$ cat src/rtl/perm_sequencer_if.sv
// Handshake, program-write and permutator-facing signal bundle for perm_sequencer.
// slave: the sequencer itself; master: whatever feeds jobs and hosts the permutator.
interface perm_sequencer_if #(
    parameter int scBusSize = 37,
    parameter int cntrlSize = 4,
    parameter int progDepth = 8
);
    localparam int AW = $clog2(progDepth);
    localparam int SW = AW + 1;

    logic                 in_valid;
    logic                 in_ready;
    logic [scBusSize-1:0] in_data;
    logic [SW-1:0]        num_steps;
    logic                 prog_we;
    logic [AW-1:0]        prog_addr;
    logic [cntrlSize-1:0] prog_data;
    logic [scBusSize-1:0] perm_in;
    logic [cntrlSize-1:0] perm_cntrl;
    logic [scBusSize-1:0] perm_out;
    logic                 out_valid;
    logic                 out_ready;
    logic [scBusSize-1:0] out_data;
    logic [scBusSize-1:0] out_chk;
    logic                 busy;

    modport slave (
        input  in_valid, in_data, num_steps, prog_we, prog_addr, prog_data,
               perm_out, out_ready,
        output in_ready, perm_in, perm_cntrl, out_valid, out_data, out_chk, busy
    );

    modport master (
        output in_valid, in_data, num_steps, prog_we, prog_addr, prog_data,
               perm_out, out_ready,
        input  in_ready, perm_in, perm_cntrl, out_valid, out_data, out_chk, busy
    );
endinterface

$ cat src/rtl/perm_sequencer.sv
// Iterative driver for the combinational permutator: runs up to progDepth programmed codes per word.
// Optional XOR checksum of intermediates enabled by defining PERM_SEQ_CHECKSUM_EN.
module perm_sequencer #(
    parameter int scBusSize = 37,
    parameter int cntrlSize = 4,
    parameter int progDepth = 8
) (
    input logic             clk,
    input logic             rst,
    perm_sequencer_if.slave bus
);
    localparam int AW = $clog2(progDepth);
    localparam int SW = AW + 1;
    localparam logic [SW-1:0] DEPTH = SW'(progDepth);

    localparam logic [1:0] ST_IDLE = 2'd0;
    localparam logic [1:0] ST_RUN  = 2'd1;
    localparam logic [1:0] ST_DONE = 2'd2;

    logic [1:0]           state_reg, state_next;
    logic [scBusSize-1:0] acc_reg, acc_next;
    logic [SW-1:0]        step_reg, step_next;
    logic [SW-1:0]        len_reg, len_next;
    logic [SW-1:0]        clamped_steps;
    logic                 accept;
    logic [cntrlSize-1:0] prog [progDepth];

    assign clamped_steps = (bus.num_steps > DEPTH) ? DEPTH : bus.num_steps;
    assign accept        = (state_reg == ST_IDLE) && bus.in_valid;

    always_comb begin
        state_next = state_reg;
        acc_next   = acc_reg;
        step_next  = step_reg;
        len_next   = len_reg;
        case (state_reg)
            ST_IDLE: begin
                if (bus.in_valid) begin
                    acc_next   = bus.in_data;
                    step_next  = '0;
                    len_next   = clamped_steps;
                    state_next = (clamped_steps == '0) ? ST_DONE : ST_RUN;
                end
            end
            ST_RUN: begin
                acc_next  = bus.perm_out;
                step_next = step_reg + SW'(1);
                if (step_reg == len_reg - SW'(1)) begin
                    state_next = ST_DONE;
                end
            end
            ST_DONE: begin
                if (bus.out_ready) begin
                    state_next = ST_IDLE;
                end
            end
            default: state_next = ST_IDLE;
        endcase
    end

    always_ff @(posedge clk or posedge rst) begin
        if (rst) begin
            state_reg <= ST_IDLE;
            acc_reg   <= '0;
            step_reg  <= '0;
            len_reg   <= '0;
        end else begin
            state_reg <= state_next;
            acc_reg   <= acc_next;
            step_reg  <= step_next;
            len_reg   <= len_next;
        end
    end

    // Program memory is deliberately unreset; writes are locked out while a job is in flight.
    always_ff @(posedge clk) begin
        if (bus.prog_we && state_reg == ST_IDLE) begin
            prog[bus.prog_addr] <= bus.prog_data;
        end
    end

`ifdef PERM_SEQ_CHECKSUM_EN
    logic [scBusSize-1:0] chk_reg;

    always_ff @(posedge clk or posedge rst) begin
        if (rst) begin
            chk_reg <= '0;
        end else if (accept) begin
            chk_reg <= '0;
        end else if (state_reg == ST_RUN) begin
            chk_reg <= chk_reg ^ bus.perm_out;
        end
    end

    assign bus.out_chk = chk_reg;
`else
    assign bus.out_chk = '0;
`endif

    // After a full-depth run step wraps to progDepth; the truncated index then points at entry 0.
    assign bus.perm_in    = acc_reg;
    assign bus.perm_cntrl = prog[step_reg[AW-1:0]];
    assign bus.out_data   = acc_reg;
    assign bus.in_ready   = (state_reg == ST_IDLE);
    assign bus.out_valid  = (state_reg == ST_DONE);
    assign bus.busy       = (state_reg != ST_IDLE);
endmodule

$ cat src/flat_wrapper.sv
// flat-port wrapper written by rule: the top's interface ports become plain ports
module perm_sequencer_flat 
#(
    parameter int scBusSize = 37,
    parameter int cntrlSize = 4,
    parameter int progDepth = 8
)
  (clk, rst, bus_in_valid, bus_in_data, bus_num_steps, bus_prog_we, bus_prog_addr, bus_prog_data, bus_perm_out, bus_out_ready, bus_in_ready, bus_perm_in, bus_perm_cntrl, bus_out_valid, bus_out_data, bus_out_chk, bus_busy);
  perm_sequencer_if #(.scBusSize(scBusSize), .cntrlSize(cntrlSize), .progDepth(progDepth)) bus_i ();
  input logic clk;
  input logic rst;
  input wire logic [$bits(bus_i.in_valid)-1:0] bus_in_valid;
  input wire logic [$bits(bus_i.in_data)-1:0] bus_in_data;
  input wire logic [$bits(bus_i.num_steps)-1:0] bus_num_steps;
  input wire logic [$bits(bus_i.prog_we)-1:0] bus_prog_we;
  input wire logic [$bits(bus_i.prog_addr)-1:0] bus_prog_addr;
  input wire logic [$bits(bus_i.prog_data)-1:0] bus_prog_data;
  input wire logic [$bits(bus_i.perm_out)-1:0] bus_perm_out;
  input wire logic [$bits(bus_i.out_ready)-1:0] bus_out_ready;
  output wire logic [$bits(bus_i.in_ready)-1:0] bus_in_ready;
  output wire logic [$bits(bus_i.perm_in)-1:0] bus_perm_in;
  output wire logic [$bits(bus_i.perm_cntrl)-1:0] bus_perm_cntrl;
  output wire logic [$bits(bus_i.out_valid)-1:0] bus_out_valid;
  output wire logic [$bits(bus_i.out_data)-1:0] bus_out_data;
  output wire logic [$bits(bus_i.out_chk)-1:0] bus_out_chk;
  output wire logic [$bits(bus_i.busy)-1:0] bus_busy;
  assign bus_i.in_valid = bus_in_valid;
  assign bus_i.in_data = bus_in_data;
  assign bus_i.num_steps = bus_num_steps;
  assign bus_i.prog_we = bus_prog_we;
  assign bus_i.prog_addr = bus_prog_addr;
  assign bus_i.prog_data = bus_prog_data;
  assign bus_i.perm_out = bus_perm_out;
  assign bus_i.out_ready = bus_out_ready;
  assign bus_in_ready = bus_i.in_ready;
  assign bus_perm_in = bus_i.perm_in;
  assign bus_perm_cntrl = bus_i.perm_cntrl;
  assign bus_out_valid = bus_i.out_valid;
  assign bus_out_data = bus_i.out_data;
  assign bus_out_chk = bus_i.out_chk;
  assign bus_busy = bus_i.busy;
  perm_sequencer #(.scBusSize(scBusSize), .cntrlSize(cntrlSize), .progDepth(progDepth)) u_core (.clk(clk), .rst(rst), .bus(bus_i));
endmodule
$ cat config.mk
export PLATFORM = sky130hd
export DESIGN_NAME = perm_sequencer_flat
export DESIGN_NICKNAME = d
export VERILOG_FILES = /design/src/rtl/perm_sequencer_if.sv /design/src/rtl/perm_sequencer.sv /design/src/flat_wrapper.sv
export SDC_FILE = /design/constraint.sdc
export NUM_CORES = 1
export LEC_CHECK = 0
export CORE_AREA = 2 2 101 103
export DETAILED_ROUTE_END_ITERATION = 7
export DIE_AREA = 0 0 103 105
export GPL_ROUTABILITY_DRIVEN = 0
export PLACE_DENSITY = 0.84
export SLEW_MARGIN = 10
export SYNTH_ARGS = -nofsm -noshare
export SYNTH_HDL_FRONTEND = slang
export SYNTH_SLANG_ARGS = --single-unit
$ cat constraint.sdc
create_clock -name clk -period 2.85 [get_ports clk]
set_input_delay 0.57 -clock clk [delete_from_list [all_inputs] [get_ports clk]]
set_output_delay 0.57 -clock clk [all_outputs]
set_load 0.01 [all_outputs]
After elaboration in Yosys (flattened, before gate mapping)
Memory sizes are Yosys's and may differ from the RTL's.
Cells that the tools add are included.
{"block": "totals", "elab_cells": 34, "output_inout_bits": 118, "ff_bits": 47, "in_bits": 90, "mem_bits_rw": 32, "mem_bits_ro": 0, "n_memories": 1, "latch_bits": 0}
{"block": "op_classes", "reduce_logical": 8, "eq_ne": 6, "muxes": 12, "n_lt_le_gt_ge": 1, "bitwise_logic": 0, "mul": 0, "div_mod_pow": 0, "addsub": 2, "shifts": 0}
{"memory": "u_core.prog", "depth": 8, "width": 4, "read_ports": 1, "rd_clocked_by_memory_dff": 0, "write_ports": 1, "line": "perm_sequencer.sv:26", "text": "logic [cntrlSize-1:0] prog [progDepth];"}
{"operator": "case mux 37 bit (2 select lines)", "count": 1}
{"operator": "two-way mux 37 bit", "count": 1}
{"operator": "two-way mux 2 bit", "count": 4}
{"operator": "two-way mux 4 bit", "count": 2}
{"operator": "case mux 4 bit (2 select lines)", "count": 1}
{"operator": "case mux 2 bit (3 select lines)", "count": 1}
{"operator": "adder 4 x 1 -> 4 bit, second input constant", "count": 1}
{"operator": "== test 4 bit", "count": 1}
{"operator": "greater-than comparator 4 bit, second input constant", "count": 1}
{"operator": "logical NOT 4 bit", "count": 1}
{"operator": "!= test 2 bit, second input constant", "count": 2}
{"operator": "AND reduction 2 bit", "count": 2}
{"operator": "nonzero test 2 bit", "count": 2}
{"operator": "subtractor 4 x 1 -> 4 bit, second input constant", "count": 1}
{"operator": "AND reduction 3 bit", "count": 1}
{"operator": "== test 2 x 1 -> 1 bit, second input constant", "count": 1}
{"operator": "== test 2 bit, second input constant", "count": 1}
{"operator": "logical NOT 2 bit", "count": 1}
{"operator": "two-way mux 1 bit", "count": 2}
{"operator": "!= test 2 x 1 -> 1 bit, second input constant", "count": 1}
{"operator": "logical AND 1 bit", "count": 1}

Longest topological paths before layout
{"block": "logic_depth", "word_depth": 6, "mapped_depth": 6, "ltp_nobuf": 6}

Least setup slack after synthesis
OpenSTA, ideal clock, no wires.
{"block": "synth_path", "kind": "register to output", "from": "register u_core.step_reg[0]", "to": "output bus_perm_cntrl[0]", "t_required_ns": 2.280, "setup_slack_ns": 0.914, "stages_incl_launch_ff": 4, "path_buffers": 1, "arrival_time_ns": 1.366, "path_cell_list": "dfrtp_1 > buf_4 > mux4_2 > mux2_2"}
{"block": "synth_via", "elab_chain_len": 1}
{"item": "start: declaration", "line": "perm_sequencer.sv:22", "text": "logic [SW-1:0] step_reg, step_next;"}
{"item": "start signal: assignment", "line": "perm_sequencer.sv:70", "text": "step_reg <= step_next;"}
{"item": "memory read (8 x 4 bit)"}
{"item": "end: declaration", "line": "flat_wrapper.sv:22", "text": "output wire logic [$bits(bus_i.perm_cntrl)-1:0] bus_perm_cntrl;"}
Every way passes these cells.

Worst setup path after layout
{"block": "layout_path", "from": "register u_core.step_reg[0]", "to": "output bus_perm_cntrl[3]"}
Same word-level chain as after synthesis.

==> run summary <==
Clock tree
• 9 — total CTS buffers
• 79 — CTS Sinks
• 0.35 ns — worst-skew pair later-pin latency
• 0.09 ns — Worst-path clk slew
• 3 — # H-tree levels
• yes — clock tree from TritonCTS
• clkbuf_8 — library cell used as clock root buffer
• 2 — maximum buffer depth of the clock tree

Placement
• 0.442 ns — Worst Setup Slack post-DPL
• 7410 um — half-perimeter wire length after placement
• 170 — count of port buffers added during placement

Timing
• 0.117 ns — PnR worst setup slack
• 0.509 — worst rel slew slack
• 0.959 — period utilisation layout
• 366 MHz — achievable clock frequency
• 0 ns — total negative slack
• false — RSZ-0062 raised after global routing
• 0.00634 ns — Fin Clk Skew
• 0 — final-report max-slew violation count
• 0.518 ns — final hold slack
• 0 — Fin. Hold Viols
• 0.730 ns — worst-margin pin slew
• 0 — final-report setup violation count
• 2.73 ns — final critical delay including setup and external delays

Synthesis
• 79 — synthesized flop and latch total
• dfrtp_1 — primary flip-flop cell chosen by synthesis mapping
• dfrtp_1 — post-synthesis cell type with the largest combined area
• 11.7 um^2 — synthesized area per cell
• dfrtp_1 (29%), edfxtp_1 (24%), buf_4 (14%), mux2i_1 (9.1%), o21ai_1 (4.9%) — cells taking the most area after synthesis
• 0 — number of warnings issued by yosys
• 4080 um^2 — cell area after synthesis
• 32 — number of flops mapped to enable cells by yosys
• 30 — number of distinct library cells after synthesis
• 0.595 — proportion of synthesized flip-flops having asynchronous set or reset
• 0.288 — fraction of synthesized cell area taken by the top area cell type
• 0.524 — part of the Yosys area used for sequential elements
• 350 — Mapped Cells

Setup path
• reg2out — classification of the worst setup path
• 2.28 ns — critical path data required time
• 12 — crit path max fanout
• output port — endpoint class of the critical path
• 2.16 ns — worst path arrival time
• flop — nature of the critical path startpoint

Route
• 0 — DRC violations left
• 0 — Detail Route Antenna Nets
• 80 — number of DRC markers after the initial detailed-route iteration
• 633 um — routed length on met3
• 9450 um — Final Routed Wirelength
• 5300 um — wire length on met2
• 4 — DRT Pass-1 Iters
• 3450 um — Met1 Wirelength
• 15.2 um — Avg WL per Cell
• 2,845 — overall via count from detail_route
• 4.58 — via density per instance
• met4 — top routing layer in use

Layout
• 0.0881 — share of final-layout standard cells stronger than drive strength 1
• clkdlybuf4s50_1 — commonest non-fill, non-tap cell in the layout
• 823 — layout filler cell count
• 575 — number of nets in the finished design
• 41.1% — area growth from synthesis to layout
• clkdlybuf4s50_1 (170), dfrtp_1 (47), nand2_1 (42) — most frequent cells in the layout
• 0 — antenna cells
• 37 — flip-flop count of the largest register, all copies and words added

Floorplanning
• 10,800 um^2 — Die Outline Area
• 208 — # IOs
• 36 — number of rows in the core area
• 9640 um^2 — core area
• 0.423 — starting density of the core
• 103 um — DIE WIDTH
• 105 um — Die Ht

Global routing
• 14,200 um — wire length of the first global-routing pass
• 48 — largest net degree at the start of global routing
• 0.172 — combined global-route utilization of all metal layers
• 0 — GRT Residual Overflow
• 2,800 — number of global-route vias before repair
• 0 — antenna violations before repair

Status
• completed — result of the run

Worst hold path
• reg2reg — worst min-delay path class

Power and ir drop
• 1010 nW/um^2 — pwr/cell area
• 0.547 mV — Max rail drop VDD
• 2.28 nW — leak pwr

Job
• 0 — reported max-cap violation count

[area by class of cell]
cell class,count,area [um^2],share of cell area
Inverter,4,15.0,0.00261
Timing Repair Buffer,176,1760,0.306
Tap cell,133,166,0.0289
Sequential cell,79,2140,0.371
Multi-Input combinational cell,213,1450,0.251
Clock inverter,7,109,0.0189
Clock buffer,9,124,0.0215
[cell usage after synthesis (4+ instances only)]
cell type	number
buf_2	5
buf_4	78
clkbuf_1	6
dfrtp_1	47
edfxtp_1	32
inv_1	4
mux2_2	7
mux2i_1	37
mux4_2	8
nand2_1	42
nand2b_1	5
nor2_1	9
o21ai_1	40
xnor2_1	6
[per-stage QoR]
stage               total power, mW  utilization  instance area [um^2]  instances
finish                         5.80        0.597                  5760        621
global route                   6.17        0.597                  5760        621
CTS                            5.87        0.597                  5760        621
detailed placement             4.88        0.573                  5520        605
global placement               4.79        0.573                  5520        605
floorplan                      3.70            -                  4220        386
[logic make-up (layout without fill, tap and decap cells)]
group | Yosys count | in the layout | synth area share
flops | 79 | 79 | 0.524
mux | 53 | 53 | 0.157
fa+ha+maj | 2 | 2 | 0.00613
simple gates | 66 | 66 | 0.0708
other cells | 1 | 37 | 0.000919
xor+xnor | 7 | 7 | 0.0169
buf+inv | 94 | 196 | 0.160
compound gates | 48 | 48 | 0.0647
[power breakdown]
part           switching (mW)  total [mW]  internal [mW]
logic                    1.28        2.98           1.70
clock network           0.444       0.959          0.515
registers               0.323        1.85           1.53
[path summary, 6_finish.rpt]
check | depth (start not counted) | start | end | slack, ns
setup / recovery | 4 | u_core.step_reg[0]$_DFFE_PP0P_ | bus_perm_cntrl[3] | 0.12
setup reg to reg | 3 | u_core.state_reg[0]$_DFFE_PP0P_ | u_core.prog[1][3]$_DFFE_PP_ | 0.79
hold / removal | 2 | u_core.bus.out_data[11]$_DFFE_PP0P_ | u_core.bus.out_data[11]$_DFFE_PP0P_ | 0.52
max in group asynchronous | 3 | rst | u_core.step_reg[0]$_DFFE_PP0P_ | 2.05
min in group asynchronous | 3 | rst | u_core.bus.out_data[19]$_DFFE_PP0P_ | 0.57
hold reg to reg | 2 | u_core.bus.out_data[11]$_DFFE_PP0P_ | u_core.bus.out_data[11]$_DFFE_PP0P_ | 0.52
[layer usage]
layer	global-route usage	vias to the layer above
met3	0.0535	7
li1	-	1367
met4	0.0376	0
met2	0.319	117
met1	0.189	1354
met5	0	-
[worst max-delay path, cell delays in order, from the launching register on]
cell and delay, ns:
dfrtp_1 0.34, buf_6 0.18, mux4_2 0.52, mux2_2 0.29, clkdlybuf4s50_1 0.48
[timing repair]
item | 4_1_cts | 5_1_grt
gates resized for setup | 0 | 1
setup endpoints to repair | 0 | 3
buffers inserted | 0 | 0
hold buffers | 0 | 0
endpoints found under the hold margin | 0 | 0
No activity file was read; power rests on OpenSTA's default activity.
